`src/rtl/timer_multi_if.sv`:
```
// Configuration and status bundle for the multi-channel timer.
// Channel i occupies slice i of every packed vector.
interface timer_multi_if #(
  parameter int CH    = 2,
  parameter int CNT_W = 16,
  parameter int PSC_W = 4
);
  logic [CH-1:0]       start;
  logic [CH-1:0]       irq_en;
  logic [CH-1:0]       irq_clr;
  logic [2*CH-1:0]     mode;
  logic [PSC_W*CH-1:0] psc;
  logic [CNT_W*CH-1:0] load;
  logic [CNT_W*CH-1:0] cmp;
  logic [CNT_W*CH-1:0] tim_cnt;
  logic [CH-1:0]       irq_pend;
  logic [CH-1:0]       pwm_out;
  logic                tim_irq;

  modport master (
    output start, irq_en, irq_clr,
    output mode, psc, load, cmp,
    input  tim_cnt, irq_pend,
    input  pwm_out, tim_irq
  );

  modport slave (
    input  start, irq_en, irq_clr,
    input  mode, psc, load, cmp,
    output tim_cnt, irq_pend,
    output pwm_out, tim_irq
  );
endinterface

```
`src/rtl/timer_multi.sv`:
```
// CH independent prescaled timers: one-shot, periodic down,
// up-count with PWM compare; sticky per-channel pending bits.
module timer_multi #(
  parameter int CH    = 2,
  parameter int CNT_W = 16,
  parameter int PSC_W = 4
) (
  input  logic          CLK,
  input  logic          rst_n,
  timer_multi_if.slave  bus
);

  typedef enum logic [1:0] {
    M_STOP = 2'b00,
    M_ONE  = 2'b01,
    M_PER  = 2'b10,
    M_UP   = 2'b11
  } mode_e;

  typedef logic [CNT_W-1:0] cnt_t;
  typedef logic [PSC_W-1:0] psc_t;

  localparam cnt_t CNT_ONE = cnt_t'(1);
  localparam psc_t PSC_ONE = psc_t'(1);

  cnt_t cnt_q [CH];
  cnt_t cnt_d [CH];
  psc_t pre_q [CH];
  psc_t pre_d [CH];

  logic [CH-1:0] start_q;
  logic [CH-1:0] done_q, done_d;
  logic [CH-1:0] pend_q, pend_d;
  logic [CH-1:0] pwm_q, pwm_d;
  logic [CH-1:0] evt;

  logic [CNT_W*CH-1:0] cnt_flat;

  mode_e m;
  cnt_t  ld;
  logic  tick;

  always_comb begin
    m        = M_STOP;
    ld       = '0;
    tick     = 1'b0;
    evt      = '0;
    done_d   = done_q;
    pwm_d    = '0;
    pend_d   = pend_q;
    cnt_flat = '0;
    for (int i = 0; i < CH; i++) begin
      cnt_d[i] = cnt_q[i];
      pre_d[i] = pre_q[i];
      m    = mode_e'(bus.mode[2*i +: 2]);
      ld   = bus.load[CNT_W*i +: CNT_W];
      tick = (pre_q[i] == bus.psc[PSC_W*i +: PSC_W]);
      pwm_d[i] = (m == M_UP) &&
                 (cnt_q[i] < bus.cmp[CNT_W*i +: CNT_W]);
      if (bus.start[i] && !start_q[i]) begin
        pre_d[i]  = '0;
        done_d[i] = 1'b0;
        unique case (m)
          M_ONE, M_PER: cnt_d[i] = ld;
          M_UP:         cnt_d[i] = '0;
          default:      cnt_d[i] = cnt_q[i];
        endcase
      end else if (!bus.start[i]) begin
        pre_d[i] = '0;
      end else if (m != M_STOP && !done_q[i]) begin
        pre_d[i] = tick ? '0 : pre_q[i] + PSC_ONE;
        if (tick) begin
          unique case (m)
            M_ONE: begin
              if (cnt_q[i] == '0) begin
                evt[i]    = 1'b1;
                done_d[i] = 1'b1;
              end else begin
                cnt_d[i] = cnt_q[i] - CNT_ONE;
              end
            end
            M_PER: begin
              if (cnt_q[i] == '0) begin
                evt[i]   = 1'b1;
                cnt_d[i] = ld;
              end else begin
                cnt_d[i] = cnt_q[i] - CNT_ONE;
              end
            end
            M_UP: begin
              // above a lowered top the count wraps via all-ones
              if (cnt_q[i] == ld) begin
                evt[i]   = 1'b1;
                cnt_d[i] = '0;
              end else begin
                cnt_d[i] = cnt_q[i] + CNT_ONE;
              end
            end
            default: cnt_d[i] = cnt_q[i];
          endcase
        end
      end
      if (evt[i] && bus.irq_en[i]) begin
        pend_d[i] = 1'b1;
      end else if (bus.irq_clr[i]) begin
        pend_d[i] = 1'b0;
      end
      cnt_flat[CNT_W*i +: CNT_W] = cnt_q[i];
    end
  end

  always_ff @(posedge CLK or negedge rst_n) begin
    if (!rst_n) begin
      for (int i = 0; i < CH; i++) begin
        cnt_q[i] <= '0;
        pre_q[i] <= '0;
      end
      start_q <= '0;
      done_q  <= '0;
      pend_q  <= '0;
      pwm_q   <= '0;
    end else begin
      for (int i = 0; i < CH; i++) begin
        cnt_q[i] <= cnt_d[i];
        pre_q[i] <= pre_d[i];
      end
      start_q <= bus.start;
      done_q  <= done_d;
      pend_q  <= pend_d;
      pwm_q   <= pwm_d;
    end
  end

  assign bus.tim_cnt  = cnt_flat;
  assign bus.irq_pend = pend_q;
  assign bus.pwm_out  = pwm_q;
  assign bus.tim_irq  = |pend_q;

endmodule

```
`src/flat_wrapper.sv`:
```
// flat-port wrapper written by rule: the top's interface ports become plain ports
module timer_multi_flat 
#(
  parameter int CH    = 2,
  parameter int CNT_W = 16,
  parameter int PSC_W = 4
)
  (CLK, rst_n, bus_start, bus_irq_en, bus_irq_clr, bus_mode, bus_psc, bus_load, bus_cmp, bus_tim_cnt, bus_irq_pend, bus_pwm_out, bus_tim_irq);
  timer_multi_if #(.CH(CH), .CNT_W(CNT_W), .PSC_W(PSC_W)) bus_i ();
  input  logic CLK;
  input  logic rst_n;
  input wire logic [$bits(bus_i.start)-1:0] bus_start;
  input wire logic [$bits(bus_i.irq_en)-1:0] bus_irq_en;
  input wire logic [$bits(bus_i.irq_clr)-1:0] bus_irq_clr;
  input wire logic [$bits(bus_i.mode)-1:0] bus_mode;
  input wire logic [$bits(bus_i.psc)-1:0] bus_psc;
  input wire logic [$bits(bus_i.load)-1:0] bus_load;
  input wire logic [$bits(bus_i.cmp)-1:0] bus_cmp;
  output wire logic [$bits(bus_i.tim_cnt)-1:0] bus_tim_cnt;
  output wire logic [$bits(bus_i.irq_pend)-1:0] bus_irq_pend;
  output wire logic [$bits(bus_i.pwm_out)-1:0] bus_pwm_out;
  output wire logic [$bits(bus_i.tim_irq)-1:0] bus_tim_irq;
  assign bus_i.start = bus_start;
  assign bus_i.irq_en = bus_irq_en;
  assign bus_i.irq_clr = bus_irq_clr;
  assign bus_i.mode = bus_mode;
  assign bus_i.psc = bus_psc;
  assign bus_i.load = bus_load;
  assign bus_i.cmp = bus_cmp;
  assign bus_tim_cnt = bus_i.tim_cnt;
  assign bus_irq_pend = bus_i.irq_pend;
  assign bus_pwm_out = bus_i.pwm_out;
  assign bus_tim_irq = bus_i.tim_irq;
  timer_multi #(.CH(CH), .CNT_W(CNT_W), .PSC_W(PSC_W)) u_core (.CLK(CLK), .rst_n(rst_n), .bus(bus_i));
endmodule
```
`config.mk`:
```
export PLATFORM = sky130hd
export DESIGN_NAME = timer_multi_flat
export DESIGN_NICKNAME = d
export VERILOG_FILES = /design/src/rtl/timer_multi_if.sv /design/src/rtl/timer_multi.sv /design/src/flat_wrapper.sv
export SDC_FILE = /design/constraint.sdc
export NUM_CORES = 1
export LEC_CHECK = 0
export ABC_AREA = 1
export BUFFER_PORTS_ARGS = -buffer_cell sky130_fd_sc_hd__buf_2
export CORE_ASPECT_RATIO = 1.4
export CORE_MARGIN = 3
export CORE_UTILIZATION = 36
export CTS_BUF_LIST = sky130_fd_sc_hd__clkbuf_16
export DETAILED_ROUTE_END_ITERATION = 7
export SETUP_SLACK_MARGIN = 0.2
export SYNTH_ARGS = -nofsm -noshare
export SYNTH_HDL_FRONTEND = slang
export SYNTH_SLANG_ARGS = --single-unit
```
`constraint.sdc`:
```
create_clock -name CLK -period 1.7 [get_ports CLK]
set_input_delay 0.085 -clock CLK [delete_from_list [all_inputs] [get_ports CLK]]
set_output_delay 0.085 -clock CLK [all_outputs]
set_load 0.01 [all_outputs]
```
# Yosys cells after proc, flatten, opt, wreduce, memory -nomap -nowiden
# Index checks and enable logic that the tools add are counted.
[totals]
ff_bits = 48
inputBits = 84
output_inout_bits = 37
word_cells = 127
[op_classes]
n_addsub = 6
magnitude_cmp = 2
eq_ne = 16
muxes = 56
n_reduce_logical = 37
[ops]
columns = ["operator", "count"]
rows = [
  ["16-bit 2-to-1 mux", 14],
  ["16-bit case mux with 3 select lines", 2],
  ["16-bit case mux with 2 select lines", 2],
  ["16-bit by 1-bit adder with 16-bit output (second input constant)", 2],
  ["16-bit equality test", 2],
  ["16-bit zero test", 2],
  ["16-bit less-than comparator", 2],
  ["4-bit 2-to-1 mux", 8],
  ["16-bit by 1-bit subtractor with 16-bit output (second input constant)", 2],
  ["1-bit 2-to-1 mux", 28],
  ["2-bit nonzero test", 14],
  ["3-bit by 2-bit != test with 1-bit output (second input constant)", 4],
  ["6-bit AND reduction", 2],
  ["5-bit AND reduction", 2],
  ["4-bit by 1-bit adder with 4-bit output (second input constant)", 2],
  ["2-bit equality test (second input constant)", 4],
  ["4-bit equality test", 2],
  ["1-bit logical AND", 8],
  ["4-bit nonzero test", 2],
  ["3-bit by 1-bit != test with 1-bit output (second input constant)", 2],
  ["2-bit OR reduction", 3],
  ["2-bit by 1-bit equality test with 1-bit output (second input constant)", 2],
  ["1-bit zero test", 4],
  ["1-bit case mux with 2 select lines", 2],
]

# Depth between registers and ports, before layout
# Gate-level depths: netlist (run 1).
[depth]
word_depth = 9
mapped_depth = 15
depth_no_buf = 15

# Worst setup path before layout (run 1)
# OpenSTA, ideal clock, no wires.
[synth_timing]
path_kind = "register to register"
start = "register u_core.cnt_q (netlist bit u_core.bus.tim_cnt[0])"
end = "register u_core.cnt_q (netlist bit u_core.bus.tim_cnt[13])"
setup_time_ns = 0.125
arrival_ns = 1.755
required_time_ns = 1.575
path_slack_ns = -0.179
stages_incl_launch_ff = 13
n_path_buf = 1
period_less_slack_ns = 1.879
cell_sequence = "dfrtp_1 inv_1 ha_1 nand2_1 nor3_4 nand2_4 inv_4 nand3_4 nand2_4 nor2_4 buf_6 nor2_2 a21oi_2"
[synth_between]
elab_chain_len = 7
elab_cells_between_ends = 14
cone_classes = "2 x add/sub; 2 x eq/ne; 8 x mux; 2 x reduce/logical"
[synth_rtl]
columns = ["item", "line", "rtl"]
rows = [
  ["start, declared", "timer_multi.sv:26", "cnt_t cnt_q [CH];"],
  ["start signal, assigned by index", "timer_multi.sv:124", "cnt_q[i] <= cnt_d[i];"],
  ["16-bit by 1-bit adder with 16-bit output, or another cell as far along", "timer_multi.sv:96", "cnt_d[i] = cnt_q[i] + CNT_ONE;"],
  ["16-bit 2-to-1 mux, on equally long branches", "timer_multi.sv:92, timer_multi.sv:75, timer_multi.sv:83", ""],
  ["16-bit case mux with 3 select lines", "timer_multi.sv:73", "unique case (m)"],
  ["16-bit 2-to-1 mux", "timer_multi.sv:72", "if (tick) begin"],
  ["16-bit 2-to-1 mux", "timer_multi.sv:70", "end else if (m != M_STOP && !done_q[i]) begin"],
  ["16-bit 2-to-1 mux", "timer_multi.sv:68", "end else if (!bus.start[i]) begin"],
  ["16-bit 2-to-1 mux", "timer_multi.sv:60", "if (bus.start[i] && !start_q[i]) begin"],
]
# Parallel ways exist; a longest one is shown, timed or not. The select of a mux whose other input is x is not followed.
# A chain may end at the register's enable or synchronous reset.

# Worst setup path after layout (run 1)
[layout_timing]
start = "register u_core.cnt_q (netlist bit u_core.bus.tim_cnt[16])"
end = "register u_core.cnt_q (netlist bit u_core.bus.tim_cnt[20])"
# The elaborated chain is that of the path after synthesis.

==> impl_metrics.tcl, run 1 <==
set metrics [dict create \
    clk_pin_slew_ns 0.08 \
    ys_warn_count 0 \
    seq_area_frac_synth_pct 18.2 \
    place_congestion 0.949 \
    clock-sinks 48 \
    root_buffer "clkbuf_16" \
    cts.htree.levels 2 \
    power_density_nw_per_um2 1150 \
    min_period_over_period_pct 108 \
    dr_total_vias 8228 \
    swShare_pct 46.4 \
    ys_ff_latch 48 \
    io_pins 121 \
    final_nets 1538 \
    min_period_ns 1.84 \
    grt_pass1_wl_um 39500 \
    async_reset_ff_share_pct 100 \
    numCtsBuffers 5 \
    layout_common_cells "nand2_1 (265), buf_4 (194), inv_1 (121)" \
    cts_buffer_depth 2 \
    final_common_cell "nand2_1" \
    critPathSlowestCell "dfrtp_2" \
    synth_edf_count 0 \
    yosysTopAreaCellShare_pct 18.2 \
    ys.flop_type "dfrtp_1" \
    gr-usage-met2_pct 47.0 \
    worst-path-max-fanout 8 \
    design_area_um2 10200 \
    worstPathArrival_ns 2.04 \
    criticalPathCategory "reg -> reg" \
    grt_overflow 0 \
    p_seq_share_pct 17.1 \
    crit_path_frequent_cell "nor2_4" \
    synth.top_cells.by_area "dfrtp_1 (18%), nand2_1 (17%), ha_1 (9.1%)" \
    io_buffers 120 \
    grtUsageMet1_pct 25.9 \
    gr-usage-met3_pct 3.34 \
    yosys.area_share.simple_pct 44.0 \
    synth_area_per_cell_um2 6.10 \
    hold_class "in -> reg" \
    combinationalPowerShare_pct 72.2 \
    end_kind "register" \
    grt_pass1_vias 8069 \
    hpwl_um 19200 \
    drc_errors 0 \
    chipWidth_um 120 \
    core_um2 17700 \
    die_y_um 166 \
    worst_hold_slack_ns 0.0436 \
    power.static_leakage_uw 0.00522 \
    yosys.area_share.adder_pct 9.10 \
    syn_nets 1213 \
    crit_required_ns 1.90 \
    diodes 0 \
    wl_um 25700 \
    pwr-share-clk_pct 10.8 \
    max_stage_delay_ns 0.45 \
    ant_nets 0 \
    synth_top_family_by_area "simple AND/OR/NAND/NOR gates" \
    synth-compound-area-share_pct 9.22 \
    initial_core_util_pct 37.3 \
    tightest_slew_ns 0.369 \
    slew-limit-headroom_pct 75.4 \
    timing.final.ws_setup_ns -0.137 \
    critPathLaunchType "register" \
    layout-drive-gt1-share_pct 42.3 \
    drtIter0Drc 483 \
    ir_drop_uv 662 \
    drv_slew 0 \
    yosysTopAreaCell "dfrtp_1" \
    internal_power_uw 6290 \
    yosys.cell_types.count 40 \
    place_area_um2 8880 \
    grt_busiest_layer "met2" \
    violations "negative setup slack" \
    synth_xor_area_share_pct 7.03 \
    syn-instance-count 1081 \
    rsz0062_at_grt "true" \
    synth.area.mux_share_pct 0.152 \
    grt_use_total_pct 24.5 \
    antenna_found_initial 0 \
    crit_chain "inv_4 -> ha_4 -> inv_2 -> nor2_2 -> nand2_2 -> nor2_4 -> nand2_4 -> inv_4 -> nand3_4 -> o21ai_4 -> nor2_4 -> buf_12 -> nor2_4 -> a21oi_2" \
    drv_cap 0 \
    hold_viol_final 0 \
    row_count 57 \
    syn-cell-area_um2 6600 \
    firstDrtPassIters 7 \
    p_sw_uw 5440 \
    syn_to_final_growth_pct 55.3 \
    outcome "complete, but fails checks" \
    wl_per_cell_um 15.6 \
    grt_max_degree 38 \
    cts_tree "built" \
    die_area_um2 20000 \
    finalSetupViolations 32 \
    fillCellCount 1741 \
    timing.fmax_mhz 544 \
    vias_per_cell 5.01 \
    worstSkewPairLatency_ns 0.31 \
    clock_skew_ns 0.00962 \
]
-- state kept, by name (all words and copies together) (netlist names) --
name                 flops
u_core.bus.tim_cnt      32
u_core.pre_q             8
u_core.bus.irq_pend      2
u_core.bus.pwm_out       2
u_core.done_q            2
u_core.start_q           2
-- worst paths after layout --
path                       cells past startpoint                                  to  slack, ns                                from
hold reg to reg                                2        u_core.done_q[1]$_DFFE_PN0P_       0.50        u_core.done_q[1]$_DFFE_PN0P_
min in group asynchronous                      2  u_core.bus.tim_cnt[14]$_DFFE_PN0P_       0.21                               rst_n
hold / removal                                 2         u_core.start_q[0]$_DFF_PN0_       0.04                        bus_start[0]
setup / recovery                              14  u_core.bus.tim_cnt[20]$_DFFE_PN0P_      -0.14  u_core.bus.tim_cnt[16]$_DFFE_PN0P_
setup reg to reg                              14  u_core.bus.tim_cnt[20]$_DFFE_PN0P_      -0.14  u_core.bus.tim_cnt[16]$_DFFE_PN0P_
max in group asynchronous                      3   u_core.bus.tim_cnt[2]$_DFFE_PN0P_       0.92                               rst_n
-- routing by layer --
layer	part of all wire, %	up-vias	wire [µm]
li1	-	4083	-
met1	37	3822	9520
met2	54	243	13800
met3	4.2	80	1080
met4	4.9	0	1270
met5	0	-	0
-- final cells by class --
class / count / area, µm² / area share (%)
Inverter: 143 / 553 / 5.40
Timing Repair Buffer: 361 / 2700 / 26.4
Tap cell: 236 / 295 / 2.88
Multi-Input combinational cell: 847 / 5300 / 51.7
Clock inverter: 3 / 46.3 / 0.452
Clock buffer: 5 / 125 / 1.22
Sequential cell: 48 / 1220 / 11.9
-- worst max-delay path: cells and delay by family, from the launching register on --
family                   cells  cell delay [ns]
AND/OR/NAND/NOR              7             0.65
flip-flops                   1             0.45
buffers and inverters        4             0.35
AO/OA/AOI/OAI                2             0.16
adder cells (fa/ha/maj)      1             0.12
-- cell usage after synthesis, types with 2 or more instances --
| cell | number |
|---|---|
| xnor2_1 | 10 |
| nor2_1 | 130 |
| nand2_2 | 5 |
| inv_4 | 2 |
| ha_1 | 48 |
| xor2_1 | 43 |
| inv_2 | 6 |
| o21a_1 | 2 |
| buf_2 | 20 |
| a21oi_2 | 20 |
| o21ai_0 | 11 |
| nand2_1 | 293 |
| nand3_4 | 2 |
| inv_1 | 133 |
| buf_1 | 2 |
| clkinv_1 | 2 |
| nand3b_1 | 8 |
| nor2_4 | 7 |
| o21ai_1 | 3 |
| dfrtp_1 | 48 |
| o22ai_1 | 2 |
| nand3_1 | 98 |
| a21oi_1 | 52 |
| nor4_1 | 2 |
| nor2_2 | 31 |
| buf_4 | 7 |
| a32o_1 | 2 |
| nand2_4 | 3 |
| clkbuf_1 | 8 |
| o31ai_1 | 3 |
| nor3_1 | 50 |
| nand4_1 | 14 |
| buf_6 | 7 |
-- stage by stage --
| step | setup WS, ns | total power [µW] | utilization (%) | instances | TNS [ns] |
|---|---|---|---|---|---|
| final | -0.137 | 11700 | 57.9 | 1643 | -2.43 |
| after global routing | -0.273 | 12700 | 57.9 | 1643 | -5.95 |
| after CTS | -0.0806 | 10700 | 53.8 | 1614 | -1.60 |
| after detailed placement | -0.317 | 9040 | 50.2 | 1596 | -6.69 |
| after global placement | -0.258 | 8960 | 50.2 | 1596 | -5.44 |
| after floorplan | -0.0872 | 6160 | - | 1081 | -1.73 |
-- cell families after synthesis --
group | Yosys count
AO/OA/AOI/OAI | 98
XOR/XNOR | 53
adder cells (fa/ha/maj) | 48
buffers and inverters | 187
flip-flops | 48
multiplexers | 1
AND/OR/NAND/NOR | 646
-- power groups by stage --
stage	registers, µW	clock network, µW	logic (µW)
6_report	2000	1260	8470
5_1_grt	2060	1320	9290
4_1_cts	1950	1280	7500
3_5_place_dp	1950	0	7090
3_3_place_gp	1950	0	7010
2_1_floorplan	2040	0	4120
-- what timing repair did --
action / 4_1_cts / 5_1_grt
hold endpoints to repair: 14 / 0
buffers inserted: 5 / 26
endpoints found under the setup margin: 36 / 38
hold buffers: 4 / 0
cloned: 1 / 3
pin swaps: 18 / 53
resized for setup: 77 / 132
Power figures use the tool's default switching activity.
==> run 2, diff against run 1 <==
Clock period 1.7 ns to 2.1 ns, I/O delays scaled along.
==> run 2 against run 1 <==
The flow now finishes without violations. Clock skew shrank 0.0030 ns. Hold slack gained 0.083 ns. Flip-flop and latch count is the same. Clock power shrank 20%. Non-clock buffer count shrank 142. Die area is the same. Clock-buffer cell count is the same. Routed wire length shrank 7.4%. Cell area shrank 17%. Final cell count shrank 8.6%. Largest cell class unchanged.
==> impl_metrics.tcl, run 2 (same netlist as run 1, synthesis figures left out) <==
set metrics [dict create \
    outcome "finished, final reports clean" \
    multi_input_area_um2 4820 \
    final_cells 1501 \
    min_period_over_period_pct 88.1 \
    place_congestion 0.970 \
    grt_overflow 0 \
    io_buffers 120 \
    worst-path-max-fanout 8 \
    min_period_ns 1.85 \
    die_area_um2 20000 \
    crit_required_ns 2.30 \
    antenna_found_initial 0 \
    dr_total_vias 7619 \
    fillCellCount 1947 \
    placed_cells 1471 \
    diodes 0 \
    clock-sinks 48 \
    drv_slew 0 \
    drtIter0Drc 405 \
    layout_common_cells "nand2_1 (286), inv_1 (129), buf_2 (120)" \
    numCtsBuffers 5 \
    cts_tree "built" \
    met3_wirelength_um 1180 \
    critPathLaunchType "register" \
    power.static_leakage_uw 0.00444 \
    criticalPathCategory "reg -> reg" \
    slew-limit-headroom_pct 46.0 \
    largest_reg_flops 32 \
    critical_path.endpoint "u_core.bus.tim_cnt[20]$_DFFE_PN0P_" \
    design_area_um2 8480 \
    worstPathArrival_ns 2.05 \
    final_nets 1396 \
    grt_pass1_wl_um 36900 \
    chipWidth_um 120 \
    drv_cap 0 \
    r2r_slack_ns 0.25 \
    worstSkewPairLatency_ns 0.31 \
    ir_drop_uv 459 \
    core_um2 17700 \
    io_pins 121 \
    cts.htree.levels 2 \
    timing.fmax_mhz 541 \
    hpwl_um 18300 \
    reg2reg_to "u_core.bus.tim_cnt[20]$_DFFE_PN0P_" \
    r2r-start "u_core.bus.tim_cnt[17]$_DFFE_PN0P_" \
    rr_worst_depth 14 \
    row_count 57 \
    layout-drive-gt1-share_pct 28.8 \
    die_y_um 166 \
    dr.max_layer_used "met4" \
    final_common_cell "nand2_1" \
    rsz0062_at_grt "true" \
    drc_errors 0 \
    firstDrtPassIters 6 \
    wl_um 23800 \
    tightest_slew_ns 0.811 \
    hold_viol_final 0 \
    finalSetupViolations 0 \
    vias_per_cell 5.08 \
    hold_class "in -> reg" \
    finalSetupTns_ns 0 \
    regArea_um2 1220 \
    cts_buffer_depth 2 \
    syn_to_final_growth_pct 28.6 \
    drt-met1-wl_um 8770 \
    met2_length_um 12800 \
    clk_pin_slew_ns 0.08 \
    place_area_um2 7850 \
    wl_per_cell_um 15.9 \
    startpoint "u_core.bus.tim_cnt[17]$_DFFE_PN0P_" \
    grt_pass1_vias 7334 \
    end_kind "register" \
    min-delay-start "bus_irq_en[1]" \
    root_buffer "clkbuf_16" \
    grt_max_degree 29 \
    power_density_nw_per_um2 906 \
    grt_use_total_pct 23.0 \
    initial_core_util_pct 37.3 \
    ant_nets 0 \
    clock_skew_ns 0.00666 \
]
run 2: cell count changes in the layout (fill, tap and decap cells not counted), moves of 8 or more:
cell / delta
buf_4: -111
buf_6: -23
ha_1: +8
ha_4: -9
inv_1: +8
nand2_1: +21
nand2_2: -19
nor2_1: +22
nor2_4: -24
run 2: final cells by class:
cell class | count | area share (%)
sequential | 48 | 14.4
clock buffer | 5 | 1.47
clock inverter | 3 | 0.546
timing repair buffer | 219 | 16.9
multi-input combinational | 847 | 56.9
tap | 236 | 3.48
inverter | 143 | 6.39
run 2: power breakdown:
group | total, µW | leakage [µW] | switching [µW] | internal [µW]
clock | 1010 | 0.0000804 | 446 | 569
sequential | 1710 | 0.000563 | 512 | 1200
combinational | 4960 | 0.00379 | 2880 | 2080
run 2: worst max-delay path, stage by stage (launching register included):
cell	delay, ns
dfrtp_1	0.40
inv_2	0.10
ha_4	0.13
inv_1	0.03
nor2_1	0.08
nand2_1	0.10
nor2_4	0.15
nand2_4	0.10
nand2_2	0.07
nand2_2	0.07
buf_6	0.15
a21oi_1	0.15
nand2_1	0.07
nand2_1	0.07
a21oi_2	0.05
run 2: timing repair:
item                                   4_1_cts  5_1_grt
endpoints found under the hold margin       30        0
setup endpoints to repair                   19       34
resized for setup                            5       79
cloned                                       0        1
hold buffers                                 5        0
buffers inserted                             3       13
pin swaps                                    2        8
run 2: routing by layer:
| metal | vias to the layer above | global-route usage, % |
|---|---|---|
| met1 | 3521 | 24.4 |
| li1 | 3787 | - |
| met2 | 249 | 43.7 |
| met5 | - | 0 |
| met3 | 62 | 3.34 |
| met4 | 0 | 10.7 |
run 2: worst min path at each step:
stage	slack, ns	cells past startpoint	end
finish	0.13	5	u_core.bus.irq_pend[1]$_DFFE_PN0P_
global route	0.15	5	u_core.bus.irq_pend[1]$_DFFE_PN0P_
CTS	0.12	5	u_core.bus.irq_pend[1]$_DFFE_PN0P_
detailed placement	0.24	1	u_core.bus.pwm_out[0]$_DFF_PN0_
global placement	0.24	1	u_core.bus.pwm_out[0]$_DFF_PN0_
floorplan	-0.19	0	u_core.bus.irq_pend[0]$_DFFE_PN0P_
run 2: through the flow:
stage	power, µW	setup slack, ns	hold WS [ns]	util (%)
after detailed placement	6280	0.0829	0.237	44.4
after global routing	8360	0.0755	0.152	48.0
final	7690	0.250	0.126	48.0
after floorplan	4710	0.221	-0.191	-
after CTS	7360	0.213	0.123	45.8
after global placement	6260	0.104	0.243	44.4
